`src/rtl/alu_issue_stage.sv`:
```
// -----------------------------------------------------------------------------
// alu_issue_stage
//
// Decode/issue stage for the non-forwarding RV32I pipeline. Decodes one
// instruction into an ALU opcode plus operand selection and holds the result
// in a valid/ready pipeline register that feeds the EX stage.
//
// Ports:
//   i_clk, i_rst         clock (rising edge), asynchronous active-high reset
//   i_valid / o_ready    upstream handshake (o_ready = !o_valid || i_ready)
//   i_instr, i_pc        instruction word and its PC
//   i_rs1_data/rs2_data  register file read data (already resolved)
//   i_flush              kills the held bundle and any incoming instruction
//   o_valid / i_ready    downstream handshake to EX
//   o_operand_a/b        ALU operands
//   o_alu_op             ALU opcode (0 ADD .. 9 SRA, A pass b, F illegal)
//   o_rd_addr/o_rd_wren  destination register and write enable
//   o_illegal            instruction could not be decoded
//
// Optional feature (macro ALU_ISSUE_PERF_EN):
//   o_issue_cnt          number of accepted instructions (wraps)
//   o_stall_cnt          number of cycles with o_valid && !i_ready (wraps)
// -----------------------------------------------------------------------------
module alu_issue_stage #(
    parameter int unsigned DATA_W = 32,
    parameter int unsigned OP_W   = 4
) (
    input  logic              i_clk,
    input  logic              i_rst,
    input  logic              i_valid,
    output logic              o_ready,
    input  logic [31:0]       i_instr,
    input  logic [DATA_W-1:0] i_pc,
    input  logic [DATA_W-1:0] i_rs1_data,
    input  logic [DATA_W-1:0] i_rs2_data,
    input  logic              i_flush,
    output logic              o_valid,
    input  logic              i_ready,
    output logic [DATA_W-1:0] o_operand_a,
    output logic [DATA_W-1:0] o_operand_b,
    output logic [OP_W-1:0]   o_alu_op,
    output logic [4:0]        o_rd_addr,
    output logic              o_rd_wren,
    output logic              o_illegal
`ifdef ALU_ISSUE_PERF_EN
    ,
    output logic [31:0]       o_issue_cnt,
    output logic [31:0]       o_stall_cnt
`endif
);

    // ALU opcodes
    localparam logic [OP_W-1:0] OpAdd  = OP_W'(4'h0);
    localparam logic [OP_W-1:0] OpSub  = OP_W'(4'h1);
    localparam logic [OP_W-1:0] OpSlt  = OP_W'(4'h2);
    localparam logic [OP_W-1:0] OpSltu = OP_W'(4'h3);
    localparam logic [OP_W-1:0] OpXor  = OP_W'(4'h4);
    localparam logic [OP_W-1:0] OpOr   = OP_W'(4'h5);
    localparam logic [OP_W-1:0] OpAnd  = OP_W'(4'h6);
    localparam logic [OP_W-1:0] OpSll  = OP_W'(4'h7);
    localparam logic [OP_W-1:0] OpSrl  = OP_W'(4'h8);
    localparam logic [OP_W-1:0] OpSra  = OP_W'(4'h9);
    localparam logic [OP_W-1:0] OpPass = OP_W'(4'hA);
    localparam logic [OP_W-1:0] OpIll  = OP_W'(4'hF);

    // RV32I major opcodes
    localparam logic [6:0] OpcOp     = 7'b0110011;
    localparam logic [6:0] OpcOpImm  = 7'b0010011;
    localparam logic [6:0] OpcLui    = 7'b0110111;
    localparam logic [6:0] OpcAuipc  = 7'b0010111;
    localparam logic [6:0] OpcJal    = 7'b1101111;
    localparam logic [6:0] OpcJalr   = 7'b1100111;
    localparam logic [6:0] OpcLoad   = 7'b0000011;
    localparam logic [6:0] OpcStore  = 7'b0100011;
    localparam logic [6:0] OpcBranch = 7'b1100011;

    localparam logic [6:0] F7Zero = 7'b0000000;
    localparam logic [6:0] F7Alt  = 7'b0100000;

    // Instruction fields
    logic [6:0] opcode;
    logic [2:0] funct3;
    logic [6:0] funct7;
    logic [4:0] rd;

    assign opcode = i_instr[6:0];
    assign rd     = i_instr[11:7];
    assign funct3 = i_instr[14:12];
    assign funct7 = i_instr[31:25];

    // Immediates
    logic [DATA_W-1:0] imm_i;
    logic [DATA_W-1:0] imm_s;
    logic [DATA_W-1:0] imm_b;
    logic [DATA_W-1:0] imm_u;
    logic [DATA_W-1:0] shamt;

    assign imm_i = {{(DATA_W-12){i_instr[31]}}, i_instr[31:20]};
    assign imm_s = {{(DATA_W-12){i_instr[31]}}, i_instr[31:25], i_instr[11:7]};
    assign imm_b = {{(DATA_W-13){i_instr[31]}}, i_instr[31], i_instr[7],
                    i_instr[30:25], i_instr[11:8], 1'b0};
    assign imm_u = {i_instr[31:12], 12'b0};
    assign shamt = {{(DATA_W-5){1'b0}}, i_instr[24:20]};

    // funct3 -> ALU op for the arithmetic/logic group; 001/101 are the shifts
    // and the alternate encodings (SUB/SRA) are resolved by the caller.
    function automatic logic [OP_W-1:0] funct3_op(input logic [2:0] f3);
        logic [OP_W-1:0] op;
        op = OpAdd;
        case (f3)
            3'b000:  op = OpAdd;
            3'b001:  op = OpSll;
            3'b010:  op = OpSlt;
            3'b011:  op = OpSltu;
            3'b100:  op = OpXor;
            3'b101:  op = OpSrl;
            3'b110:  op = OpOr;
            default: op = OpAnd;
        endcase
        return op;
    endfunction

    // Combinational decode
    logic [DATA_W-1:0] dec_a;
    logic [DATA_W-1:0] dec_b;
    logic [OP_W-1:0]   dec_op;
    logic              dec_wren;
    logic              dec_legal;

    always_comb begin
        dec_a     = '0;
        dec_b     = '0;
        dec_op    = OpAdd;
        dec_wren  = 1'b0;
        dec_legal = 1'b0;

        case (opcode)
            OpcOp: begin
                dec_a     = i_rs1_data;
                dec_b     = i_rs2_data;
                dec_wren  = 1'b1;
                dec_legal = 1'b1;
                dec_op    = funct3_op(funct3);
                if (funct3 == 3'b000 || funct3 == 3'b101) begin
                    // Only ADD/SUB and SRL/SRA have an alternate funct7
                    if (funct7 == F7Alt) begin
                        dec_op = (funct3 == 3'b000) ? OpSub : OpSra;
                    end else if (funct7 != F7Zero) begin
                        dec_legal = 1'b0;
                    end
                end else if (funct7 != F7Zero) begin
                    dec_legal = 1'b0;
                end
            end
            OpcOpImm: begin
                dec_a     = i_rs1_data;
                dec_b     = imm_i;
                dec_wren  = 1'b1;
                dec_legal = 1'b1;
                dec_op    = funct3_op(funct3);
                if (funct3 == 3'b001) begin
                    dec_b = shamt;
                    if (funct7 != F7Zero) begin
                        dec_legal = 1'b0;
                    end
                end else if (funct3 == 3'b101) begin
                    dec_b = shamt;
                    if (funct7 == F7Alt) begin
                        dec_op = OpSra;
                    end else if (funct7 != F7Zero) begin
                        dec_legal = 1'b0;
                    end
                end
            end
            OpcLui: begin
                dec_op    = OpPass;
                dec_b     = imm_u;
                dec_wren  = 1'b1;
                dec_legal = 1'b1;
            end
            OpcAuipc: begin
                dec_a     = i_pc;
                dec_b     = imm_u;
                dec_wren  = 1'b1;
                dec_legal = 1'b1;
            end
            OpcJal, OpcJalr: begin
                // The ALU produces the link value; the jump target is computed elsewhere
                dec_a     = i_pc;
                dec_b     = DATA_W'(4);
                dec_wren  = 1'b1;
                dec_legal = 1'b1;
            end
            OpcLoad: begin
                dec_a     = i_rs1_data;
                dec_b     = imm_i;
                dec_wren  = 1'b1;
                dec_legal = 1'b1;
            end
            OpcStore: begin
                dec_a     = i_rs1_data;
                dec_b     = imm_s;
                dec_legal = 1'b1;
            end
            OpcBranch: begin
                dec_a     = i_pc;
                dec_b     = imm_b;
                dec_legal = 1'b1;
            end
            default: begin
                dec_legal = 1'b0;
            end
        endcase

        if (!dec_legal) begin
            dec_op   = OpIll;
            dec_a    = '0;
            dec_b    = '0;
            dec_wren = 1'b0;
        end

        // x0 is never written
        if (rd == 5'd0) begin
            dec_wren = 1'b0;
        end
    end

    // Pipeline register
    logic valid_q;
    logic accept;

    assign o_ready = !valid_q || i_ready;
    assign accept  = i_valid && o_ready && !i_flush;
    assign o_valid = valid_q;

    always_ff @(posedge i_clk or posedge i_rst) begin
        if (i_rst) begin
            valid_q     <= 1'b0;
            o_operand_a <= '0;
            o_operand_b <= '0;
            o_alu_op    <= '0;
            o_rd_addr   <= '0;
            o_rd_wren   <= 1'b0;
            o_illegal   <= 1'b0;
        end else if (i_flush) begin
            // Data fields are left stale; only the valid bit matters after a kill
            valid_q <= 1'b0;
        end else if (accept) begin
            valid_q     <= 1'b1;
            o_operand_a <= dec_a;
            o_operand_b <= dec_b;
            o_alu_op    <= dec_op;
            o_rd_addr   <= rd;
            o_rd_wren   <= dec_wren;
            o_illegal   <= !dec_legal;
        end else if (i_ready) begin
            valid_q <= 1'b0;
        end
    end

`ifdef ALU_ISSUE_PERF_EN
    always_ff @(posedge i_clk or posedge i_rst) begin
        if (i_rst) begin
            o_issue_cnt <= '0;
            o_stall_cnt <= '0;
        end else begin
            if (accept) begin
                o_issue_cnt <= o_issue_cnt + 32'd1;
            end
            if (valid_q && !i_ready) begin
                o_stall_cnt <= o_stall_cnt + 32'd1;
            end
        end
    end
`endif

endmodule

```
`config.mk`:
```
export PLATFORM = sky130hd
export DESIGN_NAME = alu_issue_stage
export DESIGN_NICKNAME = d
export VERILOG_FILES = /design/src/rtl/alu_issue_stage.sv
export SDC_FILE = /design/constraint.sdc
export NUM_CORES = 1
export LEC_CHECK = 0
export ABC_AREA = 1
export ABC_CLOCK_PERIOD_IN_PS = 4500
export BUFFER_PORTS_ARGS = -buffer_cell sky130_fd_sc_hd__buf_2
export CAP_MARGIN = 25
export CORE_ASPECT_RATIO = 1.4
export CORE_MARGIN = 8
export CORE_UTILIZATION = 50
export CTS_CLUSTER_DIAMETER = 120
export DETAILED_ROUTE_END_ITERATION = 8
export PLACE_DENSITY = 0.88
export SLEW_MARGIN = 5
export SYNTH_ARGS = -nofsm -noshare
export SYNTH_HDL_FRONTEND = slang
export SYNTH_SLANG_ARGS = --single-unit
```
`constraint.sdc`:
```
create_clock -name i_clk -period 4.5 [get_ports i_clk]
set_clock_uncertainty 0.1 [all_clocks]
set_input_delay 0.225 -clock i_clk [delete_from_list [all_inputs] [get_ports i_clk]]
set_output_delay 0.225 -clock i_clk [all_outputs]
set_load 0.005 [all_outputs]
```
# Yosys cells after proc, flatten, opt, wreduce, memory -nomap -nowiden
# Index checks and enable logic that the tools add are counted.
dict set report word_totals {
  regBits 76
  inputBits 133
  out_inout_bits 77
}
dict set report op_classes {
  eq_ne 16
  n_mux 27
  bitwise 1
  n_reduce_logical 18
}
# operator n
set op_table {}
lappend op_table {{case mux 32 bit (7 select lines)} 1}
lappend op_table {{2-to-1 mux 32 bit} 4}
lappend op_table {{case mux 32 bit (2 select lines)} 1}
lappend op_table {{equality test 7 x 6 -> 1 bit (second input constant)} 4}
lappend op_table {{2-to-1 mux 4 bit} 7}
lappend op_table {{case mux 4 bit (7 select lines)} 1}
lappend op_table {{equality test 7 bit (second input constant)} 3}
lappend op_table {{equality test 7 x 5 -> 1 bit (second input constant)} 2}
lappend op_table {{OR reduction 7 bit} 2}
lappend op_table {{case mux 4 bit (3 select lines)} 1}
lappend op_table {{2-to-1 mux 1 bit} 11}
lappend op_table {{equality test 3 bit (second input constant)} 3}
lappend op_table {{OR reduction 4 bit} 2}
lappend op_table {{equality test 7 x 2 -> 1 bit (second input constant)} 1}
lappend op_table {{nonzero test 7 bit} 1}
lappend op_table {{equality test 3 x 2 -> 1 bit (second input constant)} 2}
lappend op_table {{zero test 5 bit} 1}
lappend op_table {{OR reduction 2 bit} 2}
lappend op_table {{equality test 3 x 1 -> 1 bit (second input constant)} 1}
lappend op_table {{zero test 1 bit} 3}
lappend op_table {{zero test 3 bit} 1}
lappend op_table {{case mux 1 bit (3 select lines)} 1}
lappend op_table {{nonzero test 3 bit} 1}
lappend op_table {{logical AND 1 bit} 2}
lappend op_table {{3 further kinds} 4}

# Longest topological paths before layout
# Gate-level depths: netlist of run 1.
dict set report depth {
  ltp_word 8
  mapped_depth 12
}

# Worst setup path before layout of run 1
# OpenSTA, ideal clock, no wires.
dict set report synth_path {
  path_kind {register -> register}
  startpoint {register valid_q, in the netlist o_valid}
  endpoint {register o_operand_a[10]}
  t_arrival_ps 1281
  path_slack_ps 3054
  path_stages_with_launch 7
  n_path_buf 2
  synth_period_minus_slack_ps 1446
  cell_sequence {dfrtp_1 > nand2_1 > nand2_1 > clkbuf_1 > clkbuf_1 > nand2_1 > nand2_1}
}
dict set report synth_via {
  elab_chain_cells 5
}
# item line_no
set synth_lines {}
lappend synth_lines {{from (decl)} 229} ;# logic valid_q;
lappend synth_lines {{from (signal assigned)} 238} ;# valid_q <= 1'b0;
lappend synth_lines {{from (signal assigned)} 247} ;# valid_q <= 1'b0;
lappend synth_lines {{from (signal assigned)} 249} ;# valid_q <= 1'b1;
lappend synth_lines {{zero test 1 bit} 232} ;# assign o_ready = !valid_q || i_ready;
lappend synth_lines {{logical OR 1 bit} 232}
lappend synth_lines {{via o_ready} 31} ;# output logic o_ready,
lappend synth_lines {{logical AND 1 bit (2 in a row)} 233} ;# assign accept = i_valid && o_ready && !i_flush;
lappend synth_lines {{AND reduction 2 bit (no source line)} --}
lappend synth_lines {{to (signal assigned)} 239} ;# o_operand_a <= '0;
lappend synth_lines {{to (signal assigned)} 250} ;# o_operand_a <= dec_a;
lappend synth_lines {{to (decl)} 39} ;# output logic [DATA_W-1:0] o_operand_a,
# The timed path passes the listed nets, and every way through them passes these cells.
# A chain may end at the register's enable or synchronous reset.

# Worst setup path after layout of run 1
dict set report layout_path {
  startpoint {input i_instr[2]}
  endpoint {register o_operand_a[29]}
}
dict set report layout_via {
  elab_chain_cells 4
}
# item line_no
set layout_lines {}
lappend layout_lines {{from (decl)} 32} ;# input logic [31:0] i_instr,
lappend layout_lines {{equality test 7 bit, or another cell as far along} 137} ;# case (opcode)
lappend layout_lines {{OR reduction 7 bit (no source line) or OR reduction 4 bit (tied branches)} --}
lappend layout_lines {{case mux 1 bit (3 select lines) or case mux 32 bit (2 select lines) (tied branches)} 137}
lappend layout_lines {{2-to-1 mux 32 bit (*)} 215} ;# if (!dec_legal) begin
# Every way passes the cells marked *; elsewhere a longest branch is shown, timed or not.

==> summary.md, run 1 <==
| Metric | Value |
|---|---|
| Core area | 8930 um^2 |
| Arr. time, crit path | 2.80 ns |
| RSZ-0062 raised after global routing | false |
| CTS tree | done |
| Synthesized area | 4530 um^2 |
| Port Buffers | 209 |
| GP Congestion | 1.02 |
| Overall routing resource usage | 25.6% |
| Final setup fails | 0 |
| Starting Density | 50.8% |
| Largest net degree at the start of global routing | 78 |
| N_diodes | 0 |
| Register area share after synthesis | 42.0% |
| Per-cell routed wire length | 16.3 um |
| Area Overhead vs Synth | 31.2% |
| CTS Buffer Depth | 2 |
| Placed cell area | 5600 um^2 |
| Setup slack, reg-to-reg | 2.38 ns |
| Min-delay src | i_valid |
| Internal power | 0.00122 W |
| Fin crit period | 2.63 ns |
| Max Clock Freq | 0.380 GHz |
| Crit Path Max Fanout | 41 |
| Maxcap violations | 0 |
| Run status | finished clean |
| Main synth FF type | dfrtp_1 |
| Cell row count | 41 |
| Post-route cell area | 5950 um^2 |
| HPWL after DPL | 11.8 mm |
| Clock power share | 44.6% |
| Syn nets | 801 |
| Share of post-route cells with drive strength above 1 | 29.6% |
| Worst R2R Start | o_valid |
| WL final | 15.8 mm |
| Root buffer cell | clkbuf_16 |
| Synthesized flop and latch total | 76 |
| Top-Level Pins | 210 |
| PostCTS Resize Cnt | 0 |
| Final net count | 993 |
| DRC viols | 0 |
| Netlist cell types | 28 |
| Vias in the first global route | 5117 |
| Leakage power | 3.71 nW |
| Slew @ Worst Pin | 0.969 ns |
| EDFF count, synth | 0 |
| Worst slew margin | 35.1% |
| Combinational power share | 12.6% |
| Crit Path Category | in -> reg |
| First-pass GRT wire length | 25.0 mm |
| Crit. End Element | flop |
| Die ar. | 12400 um^2 |
| Final ANT Viol Nets | 0 |
| Initial DRC Count | 317 |
| FF-to-FF path depth | 8 |
| Switching share of power | 25.8% |
| Clk slew on worst S/H paths | 0.06 ns |
| Setup TNS | 0 ns |
| Vias per inst | 5.33 |
| Ys async rst share | 100% |
| Synth warnings | 0 |
| Critical Path Start Type | input pin |
| Final Hold Viols | 0 |
| Switch Pwr | 0.000425 W |
| Initial antenna violation count | 0 |
| Num Clock Sinks | 76 |
| Die height | 129 um |
| Pwr dens | 276 nW/um^2 |
| Inst Count DP | 953 |
| Total CTS buffers | 9 |
| Grt total ovfl | 0 |
| HP Class | in -> reg |
| Worst-Skew Late Latency | 0.34 ns |
| Detailed Routing Iterations Pass 1 | 5 |
| Commonest non-fill, non-tap cell in the layout | nand2_1 |
| DR vias | 5183 |
| Fin crit share | 58.4% |
| Reg-to-reg endpoint | o_rd_wren |
| Hold Path Sink | o_valid |
| Syn Area/Cell | 6.79 um^2 |
| Cells after Synth | 668 |
| Die width | 96.5 um |
| Hold Crit Depth | 3 |
| H-Tree Depth | 3 |
| Commonest non-fill, non-tap cells in the layout | nand2_1 (317), buf_2 (209), nand3_1 (122) |
| Count of pins over their slew limit | 0 |
| Non-filler cells, final | 972 |
| VDD IR max | 0.195 mV |
| CP required | 4.67 ns |
| Share of total power in sequential cells | 42.8% |
-- worst max path at each step --
| stage | start | slack, ns | end | depth (start not counted) |
|---|---|---|---|---|
| after detailed placement | i_instr[2] | 1.58 | o_operand_a[26] | 11 |
| final | i_instr[2] | 1.87 | o_operand_a[29] | 11 |
| after global routing | i_instr[2] | 1.62 | o_operand_a[29] | 11 |
| after global placement | i_instr[2] | 1.63 | o_operand_a[24] | 11 |
| after CTS | i_instr[2] | 1.93 | o_operand_a[1] | 11 |
| after floorplan | i_rst | 2.24 | o_alu_op[0] | 1 |
-- registers in the layout (all words and copies together), names as in the netlist --
signal       count
o_operand_a     32
o_valid          1
o_alu_op         4
o_illegal        1
o_operand_b     32
o_rd_wren        1
o_rd_addr        5
-- metal layers --
layer / vias up / track usage, % / wire, um
met3: 43 / 6.70 / 1390
met1: 2354 / 30.7 / 6050
met5: - / 0 / 0
met4: 0 / 11.6 / 549
li1: 2546 / - / -
met2: 240 / 41.5 / 7850
-- worst max-delay path: stages --
cell,delay [ns]
buf_2,0.13
nor2_2,0.14
nand2_2,0.12
inv_2,0.43
nand2_1,0.18
inv_1,0.33
nand2_1,0.12
nand3_2,0.59
buf_4,0.34
nand3_1,0.10
nand2_1,0.10
-- Yosys cell counts (3+ instances only) --
library cell / instances / area share [%]
buf_4: 8 / 1.3
nand3_1: 122 / 13
nand2_2: 3 / 0.41
dfrtp_1: 76 / 42
o21ai_0: 7 / 0.77
clkbuf_1: 12 / 0.99
inv_1: 13 / 1.1
inv_2: 7 / 0.58
nand2_1: 318 / 26
and3_1: 5 / 0.69
nor2_1: 27 / 2.2
nand3b_1: 20 / 3.3
buf_1: 7 / 0.58
nor2_2: 3 / 0.41
buf_2: 12 / 1.3
o2111ai_1: 7 / 1.4
a21oi_1: 8 / 0.88
-- what timing repair did --
action | CTS | global route
buffers inserted | 0 | 0
endpoints found under the hold margin | 1 | 4
hold buffers | 1 | 1
-- stage by stage --
step                hold slack (ns)  setup slack [ns]  utilization, %  power [W]
detailed placement            0.294              1.58            62.8   0.000917
global route                 0.0426              1.62            66.7    0.00171
CTS                          0.0237              1.93            66.2    0.00165
finish                       0.0275              1.87            66.7    0.00164
global placement              0.293              1.63            62.4   0.000916
floorplan                     0.188              2.24               -   0.000810
-- power groups by stage --
stage          Clock, W  Sequential (W)  Combinational (W)
2_1_floorplan         0        0.000717          0.0000927
3_3_place_gp          0        0.000716           0.000200
6_report       0.000732        0.000703           0.000208
4_1_cts        0.000745        0.000703           0.000203
5_1_grt        0.000780        0.000705           0.000230
3_5_place_dp          0        0.000715           0.000202
-- final cells by class --
type | count | area [um^2]
timing repair buffer | 221 | 1180
clock inverter | 6 | 61.3
fill | 829 | 2980
sequential | 76 | 1900
multi-input combinational | 531 | 2350
clock buffer | 10 | 239
inverter | 21 | 82.6
tap | 107 | 134
-- logic make-up (layout without fill, tap and decap cells) --
family,after synthesis,in the layout,synth area share (%)
flip-flops,76,76,42.0
AO/OA/AOI/OAI,25,25,3.48
AND/OR/NAND/NOR,506,506,48.3
buffers and inverters,61,258,6.27
(Power assumes the default switching activity.)
==> inputs of run 2 (changes only) <==
Settings changed: ABC_AREA 1 to 0, ABC_CLOCK_PERIOD_IN_PS 4500 to 2500, CORE_UTILIZATION 50 to 44, PLACE_DENSITY 0.88 to 0.83.
Clock period 4.5 ns to 2.5 ns, I/O delays scaled along.
==> run 2 against run 1 <==
  * Via count fell by 19%
  * Core utilization increased by 2.8 points
  * Critical endpoint is now o_operand_a[20]
  * Die area decreased by 6.7%
  * Synthesized cell count shrank 42%
  * Worst hold slack worse by 0.021 ns
  * Clock-buffer cell count is 2 higher
  * Sequential share of layout area increased by 1.6 points
==> summary.md, run 2 <==
| Metric | Value |
|---|---|
| Cells after Synth | 389 (-42%) |
| Leakage power | 2.71 nW (-27%) |
| CTS tree | done |
| Final ANT Viol Nets | 0 (unchanged) |
| EDFF count, synth | 0 (unchanged) |
| Syn Area/Cell | 9.45 um^2 (+39%) |
| Run status | finished clean |
| Register area share after synthesis | 51.7% (+9.8 points) |
| Critical Path Start Type | input pin |
| Syn nets | 522 (-35%) |
| Share of post-route cells with drive strength above 1 | 38.1% (+8.5 points) |
| Most frequent cell on the critical path | buf_4 |
| Main synth FF type | dfrtp_1 |
| Multi-input gate area | 1610 um^2 (-32%) |
| Fillers | 614 (-26%) |
| Final setup fails | 0 (unchanged) |
| Max Clock Freq | 0.451 GHz |
| Max stage delay cell, worst path | dlygate4sd3_1 |
| GP Congestion | 0.899 (-12%) |
| Most common cell in the synthesized netlist | dfrtp_1 |
| Synth area leaders | dfrtp_1 (52%), a22oi_1 (12%), nand2_1 (6.5%) |
| Crit Path Category | in -> reg |
| Initial DRC Count | 339 (+6.9%) |
| Pre-CTS setup slack | 0.349 ns (-1.23 ns) |
| Clk slew on worst S/H paths | 0.06 ns (about the same) |
| Synthesized area | 3680 um^2 (-19%) |
| Commonest non-fill, non-tap cell in the layout | buf_2 |
| Fin crit period | 2.22 ns |
| Num Clock Sinks | 76 (unchanged) |
| Setup TNS | 0 ns (unchanged) |
| Starting Density | 45.1% (-5.7 points) |
| Final Hold Viols | 0 (unchanged) |
| Worst-Skew Late Latency | 0.33 ns (about the same) |
| VDD IR max | 0.375 mV (+92%) |
| Post-route cell area | 5660 um^2 (-4.9%) |
| Detailed Routing Iterations Pass 1 | 5 (unchanged) |
| DRC viols | 0 (unchanged) |
| Pwr dens | 582 nW/um^2 (+110%) |
| Count of pins over their slew limit | 0 (unchanged) |
| Arr. time, crit path | 2.36 ns (-0.44 ns) |
| Port Buffers | 209 (unchanged) |
| Cell row count | 39 (-4.9%) |
| Largest net degree at the start of global routing | 33 (-58%) |
| WL final | 14.6 mm (-7.8%) |
| Slew @ Worst Pin | 0.855 ns (-0.114 ns) |
| Synth area leader | dfrtp_1 |
| Root buffer cell | clkbuf_16 |
| Inst Count DP | 676 (-29%) |
| Commonest non-fill, non-tap cells in the layout | buf_2 (209), dfrtp_1 (76), nand2_1 (64) |
| Total CTS buffers | 9 (unchanged) |
| Overall routing resource usage | 24.6% (-0.97 points) |
| HPWL after DPL | 10.3 mm (-12%) |
| Area Overhead vs Synth | 53.9% |
| Vias in the first global route | 4338 (-15%) |
| Top-Level Pins | 210 (unchanged) |
| Critical path cell sequence | buf_2 -> and3b_1 -> and4b_1 -> buf_4 -> a32o_1 -> buf_4 -> a22oi_1 -> dlygate4sd3_1 -> o21ai_0 |
| Netlist cell types | 50 (+79%) |
| Initial antenna violation count | 1 (+1) |
| Fin crit share | 88.7% |
| CTS Buffer Depth | 2 (unchanged) |
| Non-filler cells, final | 744 (-23%) |
| Crit Path Max Fanout | 32 (-22%) |
| Placed cell area | 4790 um^2 (-14%) |
| Die height | 124 um (-3.5%) |
| Reg area | 1900 um^2 (unchanged) |
| Maxcap violations | 0 (unchanged) |
| DR vias | 4216 (-19%) |
| Synthesized flop and latch total | 76 (unchanged) |
| Per-cell routed wire length | 19.6 um (+20%) |
| HP Class | in -> reg |
| Ys async rst share | 100% (unchanged) |
| Post-CTS setup buffers | 0 (unchanged) |
| Regs by FF count | o_operand_a (32), o_operand_b (32), o_rd_addr (5) |
| Grt total ovfl | 0 (unchanged) |
| Final setup margin | 0.283 ns (-1.59 ns) |
| Die width | 93.3 um (-3.3%) |
| First-pass GRT wire length | 22.1 mm (-12%) |
| Synth cell count leaders | dfrtp_1 (76), nand2_1 (64), a22oi_1 (58) |
| Core area | 8150 um^2 (-8.7%) |
| Die ar. | 11600 um^2 (-6.7%) |
| Synth warnings | 0 (unchanged) |
| RSZ-0062 raised after global routing | false |
| Worst slew margin | 43.0% (+7.9 points) |
| CP required | 2.65 ns (-2.02 ns) |
| Setup slack, reg-to-reg | 0.28 ns (-2.10 ns) |
| Vias per inst | 5.67 (+6.3%) |
| Largest stage delay, worst path | 0.59 ns (about the same) |
| H-Tree Depth | 3 (unchanged) |
| Crit. End Element | flop |
| Area share of the largest cell type after synthesis | 51.7% (+9.8 points) |
| Final net count | 769 (-23%) |
-- run 2: cells by family (layout without fill, tap and decap cells) --
family,Yosys count,after routing,synth area share [%]
and+or+nand+nor,116,116,14.1
xor gates and xnor gates,2,2,0.476
other,0,1,0
buffers and inverters,39,291,4.83
DFF,76,76,51.7
AOI/OAI and AO/OA,156,156,28.9
-- run 2: timing repair --
action / CTS / global route
endpoints found under the hold margin: 59 / 0
resized for setup: 0 / 0
hold buffers: 51 / 0
-- run 2: where the power goes --
part	internal, W	total [W]	switching [W]
registers	0.00129	0.00132	0.0000326
logic	0.000225	0.000461	0.000236
clock network	0.00103	0.00151	0.000478
-- run 2: critical path, delay by kind of cell --
kind | cells | cell delay (ns)
buf+inv | 4 | 1.26
simple gates | 2 | 0.56
compound gates | 3 | 0.42
-- run 2: layout make-up --
cell class | count | share of cell area [%]
sequential | 76 | 33.6
timing repair buffer | 271 | 29.2
multi-input combinational | 274 | 28.4
clock buffer | 12 | 4.53
tap | 102 | 2.26
clock inverter | 4 | 1.68
inverter | 4 | 0.287
antenna | 1 | 0.0442
-- run 2: path summary, 6_finish.rpt --
| check | from | end | depth (start not counted) |
|---|---|---|---|
| max | i_instr[3] | o_operand_a[20] | 9 |
| min | i_rs1_data[2] | o_operand_a[2] | 3 |
| max reg2reg | o_valid | o_operand_b[24] | 6 |
| min reg2reg | o_operand_a[4] | o_operand_a[4] | 2 |
| max in group asynchronous | i_rst | o_operand_a[5] | 4 |
| min in group asynchronous | i_rst | o_rd_addr[2] | 3 |
-- run 2: stage by stage --
| step | power, W | utilization, % | hold WS (ns) |
|---|---|---|---|
| after detailed placement | 0.00174 | 58.8 | 0.0421 |
| after global routing | 0.00341 | 69.4 | 0.0121 |
| after global placement | 0.00173 | 58.8 | 0.0397 |
| final | 0.00329 | 69.4 | 0.00688 |
| after floorplan | 0.00151 | - | 0.0914 |
| after CTS | 0.00330 | 69.4 | 0.000707 |
-- run 2: metal layers --
| metal | global-route usage [%] | wire length (um) |
|---|---|---|
| met5 | 0 | 0 |
| met4 | 16.5 | 667 |
| met3 | 6.51 | 1320 |
| met2 | 41.1 | 7320 |
| met1 | 27.0 | 5280 |
